$ cat src/rtl/add_seq_pkg.sv
// rtl/add_seq_pkg.sv - shared types and constants for the add_seq_64 block
//
// Contents:
//   state_t  FSM states IDLE / RUN / DONE
//   SLICE_W  width of the time-shared adder slice
//   clog2()  beat-counter width helper
package add_seq_pkg;

  localparam int SLICE_W = 16;

  typedef enum logic [1:0] {
    IDLE = 2'd0,
    RUN  = 2'd1,
    DONE = 2'd2
  } state_t;

  // Bounded loop so the function stays usable in synthesis contexts.
  function automatic int clog2(input int n);
    int r;
    r = 0;
    for (int i = 0; i < 31; i++) begin
      if ((1 << i) < n) r = i + 1;
    end
    return r;
  endfunction

endpackage

$ cat src/rtl/cla_16.sv
// rtl/cla_16.sv - two-level 16-bit carry-lookahead adder slice
//
// Ports:
//   a, b  in   16  operands
//   ci    in   1   carry in
//   s     out  16  sum
//   gg    out  1   group generate of the whole slice
//   gp    out  1   group propagate of the whole slice
module cla_16 (
  input  logic [15:0] a,
  input  logic [15:0] b,
  input  logic        ci,
  output logic [15:0] s,
  output logic        gg,
  output logic        gp
);

  logic [15:0] g;
  logic [15:0] p;
  logic [15:0] c;
  logic [3:0]  grp_g;
  logic [3:0]  grp_p;
  logic [3:0]  gc;

  assign g = a & b;
  assign p = a ^ b;

  // First level: 4-bit group generate/propagate.
  always_comb begin
    grp_g = '0;
    grp_p = '0;
    for (int j = 0; j < 4; j++) begin
      grp_g[j] = g[4*j+3]
               | (p[4*j+3] & g[4*j+2])
               | (p[4*j+3] & p[4*j+2] & g[4*j+1])
               | (p[4*j+3] & p[4*j+2] & p[4*j+1] & g[4*j]);
      grp_p[j] = p[4*j+3] & p[4*j+2] & p[4*j+1] & p[4*j];
    end
  end

  // Second level: group carries resolved directly from ci.
  always_comb begin
    gc[0] = ci;
    gc[1] = grp_g[0] | (grp_p[0] & ci);
    gc[2] = grp_g[1] | (grp_p[1] & grp_g[0]) | (grp_p[1] & grp_p[0] & ci);
    gc[3] = grp_g[2] | (grp_p[2] & grp_g[1]) | (grp_p[2] & grp_p[1] & grp_g[0])
          | (grp_p[2] & grp_p[1] & grp_p[0] & ci);
  end

  assign gg = grp_g[3] | (grp_p[3] & grp_g[2]) | (grp_p[3] & grp_p[2] & grp_g[1])
            | (grp_p[3] & grp_p[2] & grp_p[1] & grp_g[0]);
  assign gp = &grp_p;

  // Bit carries inside each group from that group's carry-in.
  always_comb begin
    c = '0;
    for (int j = 0; j < 4; j++) begin
      c[4*j]   = gc[j];
      c[4*j+1] = g[4*j] | (p[4*j] & gc[j]);
      c[4*j+2] = g[4*j+1] | (p[4*j+1] & g[4*j]) | (p[4*j+1] & p[4*j] & gc[j]);
      c[4*j+3] = g[4*j+2] | (p[4*j+2] & g[4*j+1]) | (p[4*j+2] & p[4*j+1] & g[4*j])
               | (p[4*j+2] & p[4*j+1] & p[4*j] & gc[j]);
    end
  end

  assign s = p ^ c;

endmodule

$ cat src/rtl/add_seq_64.sv
// rtl/add_seq_64.sv - sequential adder/subtractor using one shared 16-bit CLA slice
//
// Build option: define ADD_SEQ_SUB_EN to honour in_sub (A-B); otherwise add only.
//
// Ports:
//   clk, rst_n           clock, asynchronous active-low reset
//   in_valid/in_ready    request handshake
//   in_a, in_b  [W]      operands
//   in_sub, in_ci        subtract select, carry-in for addition
//   out_valid/out_ready  result handshake
//   out_s [W]            sum / difference
//   out_co, out_ovf      carry out of bit W-1, signed overflow
//   out_zero             result is zero
//   busy                 operation in progress or result pending
module add_seq_64
  import add_seq_pkg::*;
#(
  parameter int W = 64
) (
  input  logic         clk,
  input  logic         rst_n,
  input  logic         in_valid,
  output logic         in_ready,
  input  logic [W-1:0] in_a,
  input  logic [W-1:0] in_b,
  input  logic         in_sub,
  input  logic         in_ci,
  output logic         out_valid,
  input  logic         out_ready,
  output logic [W-1:0] out_s,
  output logic         out_co,
  output logic         out_ovf,
  output logic         out_zero,
  output logic         busy
);

  localparam int BEATS = W / SLICE_W;
  localparam int KW    = clog2(BEATS);
  localparam logic [KW-1:0] LAST_K = KW'(BEATS - 1);

  if ((W % SLICE_W) != 0 || W < 32 || W > 128) begin : g_bad_w
    $error("add_seq_64: W must be a multiple of 16 in 32..128");
  end

  state_t          state_q, state_d;
  logic [KW-1:0]   k_q, k_d;
  logic [W-1:0]    a_q, a_d;
  logic [W-1:0]    b_q, b_d;
  logic            carry_q, carry_d;
  logic [W-1:0]    s_q, s_d;
  logic            co_q, co_d;
  logic            ovf_q, ovf_d;
  logic            zero_q, zero_d;

  logic            accept;
  logic [W-1:0]    b_eff;
  logic            c_init;
  logic [SLICE_W-1:0] a_slice;
  logic [SLICE_W-1:0] b_slice;
  logic [SLICE_W-1:0] sum_slice;
  logic            slice_g;
  logic            slice_p;
  logic            c_out;
  logic            c_msb_in;

`ifdef ADD_SEQ_SUB_EN
  // Subtraction as A + ~B + 1.
  assign b_eff  = in_sub ? ~in_b : in_b;
  assign c_init = in_sub ? 1'b1 : in_ci;
`else
  logic unused_sub;
  assign unused_sub = in_sub;
  assign b_eff  = in_b;
  assign c_init = in_ci;
`endif

  assign in_ready = (state_q == IDLE) || ((state_q == DONE) && out_ready);
  assign accept   = in_valid && in_ready;

  assign a_slice = a_q[int'(k_q)*SLICE_W +: SLICE_W];
  assign b_slice = b_q[int'(k_q)*SLICE_W +: SLICE_W];

  cla_16 u_cla (
    .a  (a_slice),
    .b  (b_slice),
    .ci (carry_q),
    .s  (sum_slice),
    .gg (slice_g),
    .gp (slice_p)
  );

  assign c_out    = slice_g | (slice_p & carry_q);
  // Carry into the slice MSB recovered from the sum bit: s = a ^ b ^ c.
  assign c_msb_in = a_slice[SLICE_W-1] ^ b_slice[SLICE_W-1] ^ sum_slice[SLICE_W-1];

  always_comb begin
    state_d = state_q;
    k_d     = k_q;
    a_d     = a_q;
    b_d     = b_q;
    carry_d = carry_q;
    s_d     = s_q;
    co_d    = co_q;
    ovf_d   = ovf_q;
    zero_d  = zero_q;

    case (state_q)
      IDLE: begin
        state_d = IDLE;
      end
      RUN: begin
        s_d[int'(k_q)*SLICE_W +: SLICE_W] = sum_slice;
        carry_d = c_out;
        zero_d  = zero_q & (sum_slice == '0);
        k_d     = k_q + 1'b1;
        if (k_q == LAST_K) begin
          co_d    = c_out;
          ovf_d   = c_msb_in ^ c_out;
          state_d = DONE;
        end
      end
      DONE: begin
        if (out_ready) state_d = IDLE;
      end
      default: begin
        state_d = IDLE;
      end
    endcase

    // Accept only happens in IDLE or in DONE with out_ready; it overrides both.
    if (accept) begin
      a_d     = in_a;
      b_d     = b_eff;
      carry_d = c_init;
      k_d     = '0;
      zero_d  = 1'b1;
      state_d = RUN;
    end
  end

  always_ff @(posedge clk or negedge rst_n) begin
    if (!rst_n) begin
      state_q <= IDLE;
      k_q     <= '0;
      a_q     <= '0;
      b_q     <= '0;
      carry_q <= 1'b0;
      s_q     <= '0;
      co_q    <= 1'b0;
      ovf_q   <= 1'b0;
      zero_q  <= 1'b0;
    end else begin
      state_q <= state_d;
      k_q     <= k_d;
      a_q     <= a_d;
      b_q     <= b_d;
      carry_q <= carry_d;
      s_q     <= s_d;
      co_q    <= co_d;
      ovf_q   <= ovf_d;
      zero_q  <= zero_d;
    end
  end

  assign out_valid = (state_q == DONE);
  assign busy      = (state_q != IDLE);
  assign out_s     = s_q;
  assign out_co    = co_q;
  assign out_ovf   = ovf_q;
  assign out_zero  = zero_q;

endmodule

$ cat config.mk
export PLATFORM = sky130hd
export DESIGN_NAME = add_seq_64
export DESIGN_NICKNAME = d
export VERILOG_FILES = /design/src/rtl/add_seq_pkg.sv /design/src/rtl/cla_16.sv /design/src/rtl/add_seq_64.sv
export SDC_FILE = /design/constraint.sdc
export NUM_CORES = 1
export LEC_CHECK = 0
export ABC_CLOCK_PERIOD_IN_PS = 6700
export BUFFER_PORTS_ARGS = -buffer_cell sky130_fd_sc_hd__buf_2
export CORE_MARGIN = 2
export CORE_UTILIZATION = 40
export DETAILED_ROUTE_END_ITERATION = 6
export PLACE_DENSITY = 0.6
export SLEW_MARGIN = 20
export SYNTH_ARGS = -nofsm -noshare
export SYNTH_HDL_FRONTEND = slang
export SYNTH_SLANG_ARGS = --single-unit
$ cat constraint.sdc
create_clock -name clk -period 6.7 [get_ports clk]
set_input_delay 1.005 -clock clk [delete_from_list [all_inputs] [get_ports clk]]
set_output_delay 1.005 -clock clk [all_outputs]
set_load 0.02 [all_outputs]
Yosys cells after proc, flatten, opt, wreduce, memory -nomap -nowiden. Index checks and enable logic that the tools add are counted.

Register bits: 200. Latch bits: 0. Bits in writable memories: 0. Bits in read-only memories: 0. Logic and storage cells: 169. Memories kept: 0.

Add/sub/neg operators: 2. $mul: 0. Div/mod/pow operators: 0. Magnitude comparators: 0. Equality and inequality tests: 5. Shift operators: 4. Multiplexer cells: 11. Bitwise gates (word level): 128. Reductions and logical operators: 10.

Operator list (number): $shiftx A64 B7 Y16 (2); $and A1 B1 Y1 (76); $bwmux W64 (1); $shift A16 B33 Y64 const A (1); $shiftx A16 B33 Y64 (1); $or A1 B1 Y1 (46); $neg A6 Y33 (1); $xor A16 B16 Y16 (2); $and A16 B16 Y16 (1); $logic_not A16 Y1 (1); $mux W2 (5); $eq A2 B2 Y1 const B (2); $mux W1 (4); $pmux W2 S2 (1); $reduce_and A2 Y1 (2); $reduce_and A4 Y1 (1); $reduce_bool A2 Y1 (2); $ne A3 B1 Y1 const B (1); $ne A3 B3 Y1 const B (1); $xor A1 B1 Y1 (3); $add A2 B1 Y2 const B (1); $eq A2 B1 Y1 const B (1); $logic_and A1 B1 Y1 (2); $logic_not A2 Y1 (1); $logic_or A1 B1 Y1 (1).

Longest topological paths before layout. Gate-level depths: netlist of the first run.

Depth in word-level cells: 17. Depth in mapped cells: 15. Depth with buffers taken out: 13.

By module. A second synthesis of the first run with hierarchy kept.

Cell total of the unflattened synthesis: 611. Area, all modules: 9072.5 um^2.

Modules (own cells, without submodules): add_seq_64 (instances 1, cells an instance 510, area each 8266.7 um^2); cla_16 (instances 1, cells an instance 101, area each 805.8 um^2).

Worst setup path before layout of the first run. OpenSTA, ideal clock, no wires.

Path kind: reg2reg. Start point: register k_q[0]. End point: register zero_q, in the netlist out_zero. Library setup time: 0.077 ns. Arrival: 4.111 ns. Data required time: 6.623 ns. Path slack: 2.512 ns. Cell stages (with the launch flop): 16. Buffers on the path: 2. Period minus slack after synthesis: 4.188 ns. Cell sequence: dfrtp_1 clkbuf_1 buf_2 mux4_2 ha_1 a21o_1 a21oi_2 a21o_1 nand2_1 fa_1 nor2_1 nand4_1 or3_1 and4bb_1 o2111ai_1 a21oi_1.

Word-level cells in the longest chain between the ends: 17.

Ends and longest elaborated chain: from (decl) (RTL line add_seq_64.sv:46) `logic [KW-1:0] k_q, k_d;`; from (signal assigned) (RTL line add_seq_64.sv:154) `k_q <= k_d;`; $shiftx A64 B7 Y16 (on tied branches) (RTL line add_seq_64.sv:80, add_seq_64.sv:81); $xor A16 B16 Y16 / $and A16 B16 Y16 (equally long branches) (RTL line cla_16.sv:26, cla_16.sv:25); $and A1 B1 Y1 (on tied branches); $or A1 B1 Y1 (tied with other cells) (RTL line cla_16.sv:34) `| (p[4*j+3] & g[4*j+2])`; $or A1 B1 Y1 / $and A1 B1 Y1 (equally long branches) (RTL line cla_16.sv:35, cla_16.sv:36); $or A1 B1 Y1 (RTL line cla_16.sv:36) `| (p[4*j+3] & p[4*j+2] & p[4*j+1] & g[4*j]);`; $and A1 B1 Y1 (RTL line cla_16.sv:46) `gc[3] = grp_g[2] | (grp_p[2] & grp_g[1]) | (grp_p[2] & grp_p[1] & grp_g[0])`; $or A1 B1 Y1 (2 in series) (RTL line cla_16.sv:46); $or A1 B1 Y1 (RTL line cla_16.sv:47) `| (grp_p[2] & grp_p[1] & grp_p[0] & ci);`; $and A1 B1 Y1 (on tied branches) (RTL line cla_16.sv:59, cla_16.sv:60, cla_16.sv:62); $or A1 B1 Y1 (on tied branches) (RTL line cla_16.sv:59, cla_16.sv:60, cla_16.sv:62); $xor A16 B16 Y16 (*) (RTL line cla_16.sv:66) `assign s = p ^ c;`; $logic_not A16 Y1 (*) (RTL line add_seq_64.sv:114) `zero_d = zero_q & (sum_slice == '0);`; $and A1 B1 Y1 (*) (RTL line add_seq_64.sv:114); $mux W1 (*) (RTL line add_seq_64.sv:107) `case (state_q)`; $mux W1 (*) (RTL line add_seq_64.sv:131) `if (accept) begin`; to (signal assigned) (RTL line add_seq_64.sv:161) `zero_q <= zero_d;`; to (decl) (RTL line add_seq_64.sv:53) `logic zero_q, zero_d;`.

Mark *: on every way between the ends. The rest lies on a longest branch, timed or not. The select of a mux whose other input is x is not followed. A chain may end at the register's enable or synchronous reset.

Worst setup path after layout of the first run. Ends and elaborated chain as after synthesis.

==> results.md, run 1 <==
- Distinct cells, synth: 48
- R2R setup slack: 1790 ps
- Register area share after synthesis: 55.0%
- Most frequent cell after synthesis: nand2_1
- Remaining global-route overflow: 0
- Setup-failing EPs final: 0
- CTS tree: yes
- Required time of the critical path: 7060 ps
- Fmax: 203 MHz
- Largest cells by area after synthesis: dfrtp_1, nand2_1, mux4_2
- Crit path cell chain: buf_4 -> mux4_2 -> ha_1 -> a21oi_4 -> nor2_2 -> a2111oi_4 -> a21o_1 -> fa_1 -> xor2_1 -> nand3_1 -> or3_1 -> and4bb_1 -> o2111ai_1 -> a21oi_1
- Non-Filler Instances: 1396
- Vert. Die Dim: 155 um
- Clk pin slew, worst setup/hold paths: 70 ps
- Top_reg_cell synth: dfrtp_1
- Sum Neg Setup Slack: 0 ps
- Largest net degree at the start of global routing: 129
- Nets: 1258
- Max-slew violations: 0
- Detailed Place HPWL: 16.7 mm
- # port buffers: 202
- Slew headroom: 30.5%
- Slowest CP cell: dfrtp_2
- Startpoint type of the worst setup path: flip-flop
- Reg2Reg Depth: 14
- Avg Cell Area, Syn: 9.93 sq um
- Num rows: 55
- Fin Hold WS: 473 ps
- Placed Cells: 1364
- Post-CTS setup buffer count: 0
- Layout Skew: 14.6 ps
- Leak: 5.78 nW
- Placer congestion estimate: 0.789
- Via Count: 7018
- DR vias/cell: 5.03
- Core Box Area: 22500 sq um
- Io pins: 204
- First-pass GRT wire length: 37.9 mm
- CP Class: flip-flop to flip-flop
- Max-Cap Viols: 0
- Min Tclk post-route: 4910 ps
- DR DRC count: 0
- Syn Inst Count: 916
- Placed cell area: 10300 sq um
- Yosys top cell by area: dfrtp_1
- CP max stage delay: 890 ps
- Warnings, synthesis: 0
- Ant. Diodes: 0
- Sinks on Clock Net: 200
- Final number of hold-violating endpoints: 0
- Root buffer cell: clkbuf_16
- Clock Tree Buf Depth: 2
- CTS Buf Count: 17
- Worst Setup EP: out_zero
- Worst Path Arrival: 5270 ps
- Final antenna-violating net count: 0
- FF-to-FF Start: k_q[0]
- Final instance area: 10900 sq um
- Proportion of netlist area held by the largest area contributor: 55.0%
- Synth Register Bits: 200
- Dpl ws: 1790 ps
- Initial DRC Count: 392
- First-pass DRT Iterations: 4
- Routed len/inst: 16.9 um
- Critical path endpoint category: flip-flop
- Period utilization: 73.3%
- Reg2Reg Capture Point: out_zero
- Status: complete, no violations
- Critical path depth: 14
- CTS resizes: 0
- H-Tree Level Count: 4
- Synth Net Count: 1076
- Die width: 155 um
- Worst vdd ir: 0.355 mV
- Die area: 24000 sq um
- Final worst slack: 1790 ps
- Area Overhead vs Synth: 20.1%
- Initial Util: 40.4%
- Post-synth top cells: nand2_1, dfrtp_1, o21ai_0, mux4_2, clkbuf_1
- Gr usage total: 20.4%
- Family with the most delay on the worst path: compound AO/OA/AOI/OAI gates
- Initial antenna violation count: 0
- Routed wire length: 23.5 mm
- Hold Path Class: flip-flop to flip-flop
- Final Core Density: 48.5%
- Mapped cell area: 9090 sq um
- Ratio of cells with drive above 1 in the final layout: 26.2%
- Post-synth ARST share: 100%
- PwrDens: 615 nW/um^2
- CP startpoint: k_q[0]
- CP max FO: 26
- Worst skew pair latency: 440 ps
- RSZ-0062 raised after global routing: no
- Total power: 6.72 mW
- EDFF count, synth: 0
- Hold_buf cts: 0
- CP Buf/Inv Count: 1
- Vias in the first global route: 7015
- Actual slew at the worst max-slew pin: 1040 ps
## flip-flops by register name, indices dropped and copies added (netlist names)
register and cells:
b_q 64, out_s 64, state_q 2, out_zero 1, out_co 1, a_q 64
out_ovf 1, carry_q 1, k_q 2
## worst min-delay path by stage
| stage | startpoint | endpoint | cells past startpoint |
|---|---|---|---|
| 2_1_floorplan | a_q[32] | a_q[32] | 2 |
| 3_3_place_gp | b_q[20] | b_q[20] | 2 |
| 3_5_place_dp | a_q[21] | a_q[21] | 2 |
| 4_1_cts | a_q[21] | a_q[21] | 2 |
| 5_1_grt | b_q[38] | b_q[38] | 2 |
| 6_report | a_q[36] | a_q[36] | 2 |
## final cells by class
cell class / instances / area (sq um)
clock buffers: 18 / 439
clock inverters: 14 / 143
fillers: 2140 / 11600
inverters: 8 / 30.0
multi-input cells: 664 / 3890
flip-flops and latches: 200 / 5010
well taps: 285 / 357
repair buffers: 207 / 1060
## layout by cell type, fill, tap and decap left out, types with 4 or more instances in the layout
master     instances
nand4_1            7
a21o_1             7
xor2_1             4
a22o_2             4
a21oi_1           10
nor2b_1            5
nand3_1            8
o21ai_0           43
nand2_1          438
clkbuf_16         17
fa_1               4
dfrtp_1          198
buf_4              5
a211oi_1           4
buf_2            201
inv_1              8
mux4_2            32
ha_1              22
nor2_1            12
a22o_1            24
## tightest hold or removal path, cell delays in order (launching register included)
cell and delay (ps):
dfrtp_1 340, nand2_1 50, nand2_1 50
## routing by layer
layer	routed length, um	up-vias	GRT usage (%)
met3	988	24	3.89
met5	0	-	0
met2	11200	194	32.6
met1	10900	3392	28.3
met4	486	0	6.44
li1	-	3408	-
## cells by family (layout without fill, tap and decap cells)
family / count (synthesis) / count (layout) / synth area share (%)
xor+xnor: 7 / 7 / 0.674
buf+inv: 52 / 247 / 2.32
mux: 34 / 34 / 8.14
flops: 200 / 200 / 55.0
fa+ha+maj: 26 / 26 / 3.91
simple gates: 487 / 487 / 21.1
compound gates: 110 / 110 / 8.86
## where the power goes
part / internal [mW] / switching (mW)
sequential: 1.71 / 0.328
combinational: 1.34 / 2.31
clock: 0.534 / 0.496
No activity file was read; power rests on OpenSTA's default activity.
==> run 2, diff against run 1 <==
- ABC_CLOCK_PERIOD_IN_PS: 6700 -> 4800
- clock period: 6.7 -> 4.8 ns (I/O delays scaled with it)
==> run 2 against run 1 <==
Hold slack worse by 290 ps. Register-to-register slack worse by 1300 ps. Clock power is 46% higher. Sequential share of layout area is 0.67 points lower. Setup slack worse by 1300 ps. Global-route usage is 0.094 points lower. Cell count is 0.50% higher. Clock skew is 1.5 ps lower. Combinational power is 46% higher. First-iteration DRC count is 14% lower.
==> results.md, run 2 (synthesized netlist as in run 1, its figures left out) <==
- Clock Tree Buf Depth: 2 (unchanged)
- Fmax: 230 MHz (was 203 MHz)
- CTS Buf Count: 17 (unchanged)
- Reg area: 5010 sq um (unchanged)
- Reg2Reg Capture Point: out_zero (unchanged)
- Core Box Area: 22500 sq um (unchanged)
- Leak: 5.86 nW (was 5.78 nW)
- Final Core Density: 49.3% (was 48.5%)
- Fillers: 2135 (was 2140)
- Slew headroom: 47.7% (was 30.5%)
- Most common cell after layout, fill and taps aside: nand2_1 (unchanged)
- Initial Util: 40.4% (unchanged)
- CP max FO: 20 (was 26)
- CTS resizes: 0 (unchanged)
- Remaining global-route overflow: 0 (unchanged)
- Ant. Diodes: 0 (unchanged)
- H-Tree Level Count: 4 (unchanged)
- Non-Filler Instances: 1403 (was 1396)
- Worst vdd ir: 0.525 mV (was 0.355 mV)
- Area of the multi-input gates: 3890 sq um (unchanged)
- R2R setup slack: 450 ps (was 1790 ps)
- Hold_buf cts: 0 (unchanged)
- Crit path cell chain: buf_12 -> mux4_2 -> ha_1 -> a21oi_2 -> a21o_1 -> nand2_1 -> fa_1 -> nor2_1 -> nand4_1 -> or3_1 -> and4bb_1 -> o2111ai_1 -> a21oi_1 (was buf_4 -> mux4_2 -> ha_1 -> a21oi_4 -> nor2_2 -> a2111oi_4 -> a21o_1 -> fa_1 -> xor2_1 -> nand3_1 -> or3_1 -> and4bb_1 -> o2111ai_1 -> a21oi_1)
- Ratio of cells with drive above 1 in the final layout: 26.7% (was 26.2%)
- Gr busiest metal: met2 (unchanged)
- Worst Path Arrival: 4710 ps (was 5270 ps)
- Grt met3 use: 4.37% (was 3.89%)
- Critical path endpoint category: flip-flop (unchanged)
- FF-to-FF Start: k_q[0] (unchanged)
- CTS tree: yes (unchanged)
- Placed Cells: 1369 (was 1364)
- RSZ-0062 raised after global routing: no (unchanged)
- Period utilization: 90.6% (was 73.3%)
- Sum Neg Setup Slack: 0 ps (unchanged)
- Clock Power Share: 15.6% (was 15.3%)
- Final number of hold-violating endpoints: 0 (unchanged)
- Via Count: 7037 (was 7018)
- Die width: 155 um (unchanged)
- Sinks on Clock Net: 200 (unchanged)
- Detailed Place HPWL: 17.1 mm (was 16.7 mm)
- Io pins: 204 (unchanged)
- DR vias/cell: 5.02 (was 5.03)
- CP Class: flip-flop to flip-flop (unchanged)
- Startpoint type of the worst setup path: flip-flop (unchanged)
- Sw frac: 45.5% (was 46.7%)
- Int Power: 5.26 mW (was 3.58 mW)
- Status: complete, no violations (unchanged)
- Psw: 4.39 mW (was 3.14 mW)
- # port buffers: 202 (unchanged)
- Slowest CP cell: dfrtp_2 (unchanged)
- Nets: 1265 (was 1258)
- Met2 Use GR: 33.0% (was 32.6%)
- Hold Path Class: input port to asynchronous set/reset pin (was flip-flop to flip-flop)
- Actual slew at the worst max-slew pin: 784 ps (was 1040 ps)
- Max-Cap Viols: 0 (unchanged)
- Area Overhead vs Synth: 21.9% (was 20.1%)
- Reg2Reg Depth: 13 (was 14)
- Layout Skew: 13.1 ps (was 14.6 ps)
- CP max stage delay: 730 ps (was 890 ps)
- Min Tclk post-route: 4350 ps (was 4910 ps)
- Post-CTS setup buffer count: 0 (unchanged)
- Final antenna-violating net count: 0 (unchanged)
- Vert. Die Dim: 155 um (unchanged)
- Placer congestion estimate: 0.808 (was 0.789)
- Die area: 24000 sq um (unchanged)
- DR DRC count: 0 (unchanged)
- Initial antenna violation count: 0 (unchanged)
- Sequential share of power: 29.3% (was 30.4%)
- Routed wire length: 23.6 mm (was 23.5 mm)
- Initial DRC Count: 338 (was 392)
- Largest net degree at the start of global routing: 129 (unchanged)
- Num rows: 55 (unchanged)
- PwrDens: 871 nW/um^2 (was 615 nW/um^2)
- Vias in the first global route: 6960 (was 7015)
- Worst skew pair latency: 440 ps (about the same)
- Required time of the critical path: 5170 ps (was 7060 ps)
- Gr usage total: 20.3% (was 20.4%)
- Routed len/inst: 16.8 um (was 16.9 um)
- Root buffer cell: clkbuf_16 (unchanged)
- First-pass GRT wire length: 37.4 mm (was 37.9 mm)
- Setup-failing EPs final: 0 (unchanged)
- Total power: 9.65 mW (was 6.72 mW)
- Most frequent cells in the layout: nand2_1, buf_2, dfrtp_1 (unchanged)
- First-pass DRT Iterations: 4 (unchanged)
- Met1 usage in global routing: 28.0% (was 28.3%)
- Clk pin slew, worst setup/hold paths: 80 ps (was 70 ps)
- Combinational Power Share: 55.1% (was 54.3%)
- Max-slew violations: 0 (unchanged)
run 2: how the worst max path moves through the flow:
stage | start | end | slack (ps) | cells after the start
CTS | k_q[0] | out_zero | 440 | 13
global placement | k_q[0] | out_zero | 510 | 13
finish | k_q[0] | out_zero | 450 | 13
global route | k_q[0] | out_zero | 120 | 12
floorplan | k_q[0] | out_zero | 610 | 15
detailed placement | k_q[0] | out_zero | 460 | 13
run 2: area by class of cell:
| class | instances | share of cell area, % |
|---|---|---|
| clock inverters | 15 | 1.72 |
| repair buffers | 214 | 10.7 |
| well taps | 285 | 3.22 |
| clock buffers | 17 | 3.84 |
| multi-input cells | 664 | 35.1 |
| inverters | 8 | 0.271 |
| flip-flops and latches | 200 | 45.2 |
run 2: stage by stage:
| step | cell area [sq um] | worst slack, ps | hold WS [ps] |
|---|---|---|---|
| 2_1_floorplan | 9090 | 612 | 424 |
| 3_3_place_gp | 10400 | 513 | 454 |
| 3_5_place_dp | 10400 | 461 | 459 |
| 4_1_cts | 11000 | 436 | 449 |
| 5_1_grt | 11100 | 117 | 193 |
| 6_report | 11100 | 452 | 181 |
run 2: power by group through the flow:
stage	Combinational (mW)	Clock, mW	Sequential [mW]
3_3_place_gp	5.22	0	2.85
6_report	5.32	1.50	2.83
5_1_grt	5.83	1.59	2.93
3_5_place_dp	5.30	0	2.86
4_1_cts	5.32	1.53	2.84
2_1_floorplan	3.46	0	2.90
run 2: routing by layer:
layer	share of wire, %	wire length, um
met5	0	0
met4	1.4	335
met3	5.2	1220
met2	48	11200
met1	46	10800
run 2: worst max-delay path: cells and delay by family (launching register included):
family | cells | cell delay, ps
flip-flops | 1 | 730
AND/OR/NAND/NOR | 5 | 930
multiplexers | 1 | 580
buffers and inverters | 1 | 280
AO/OA/AOI/OAI | 4 | 770
adder cells (fa/ha/maj) | 2 | 960
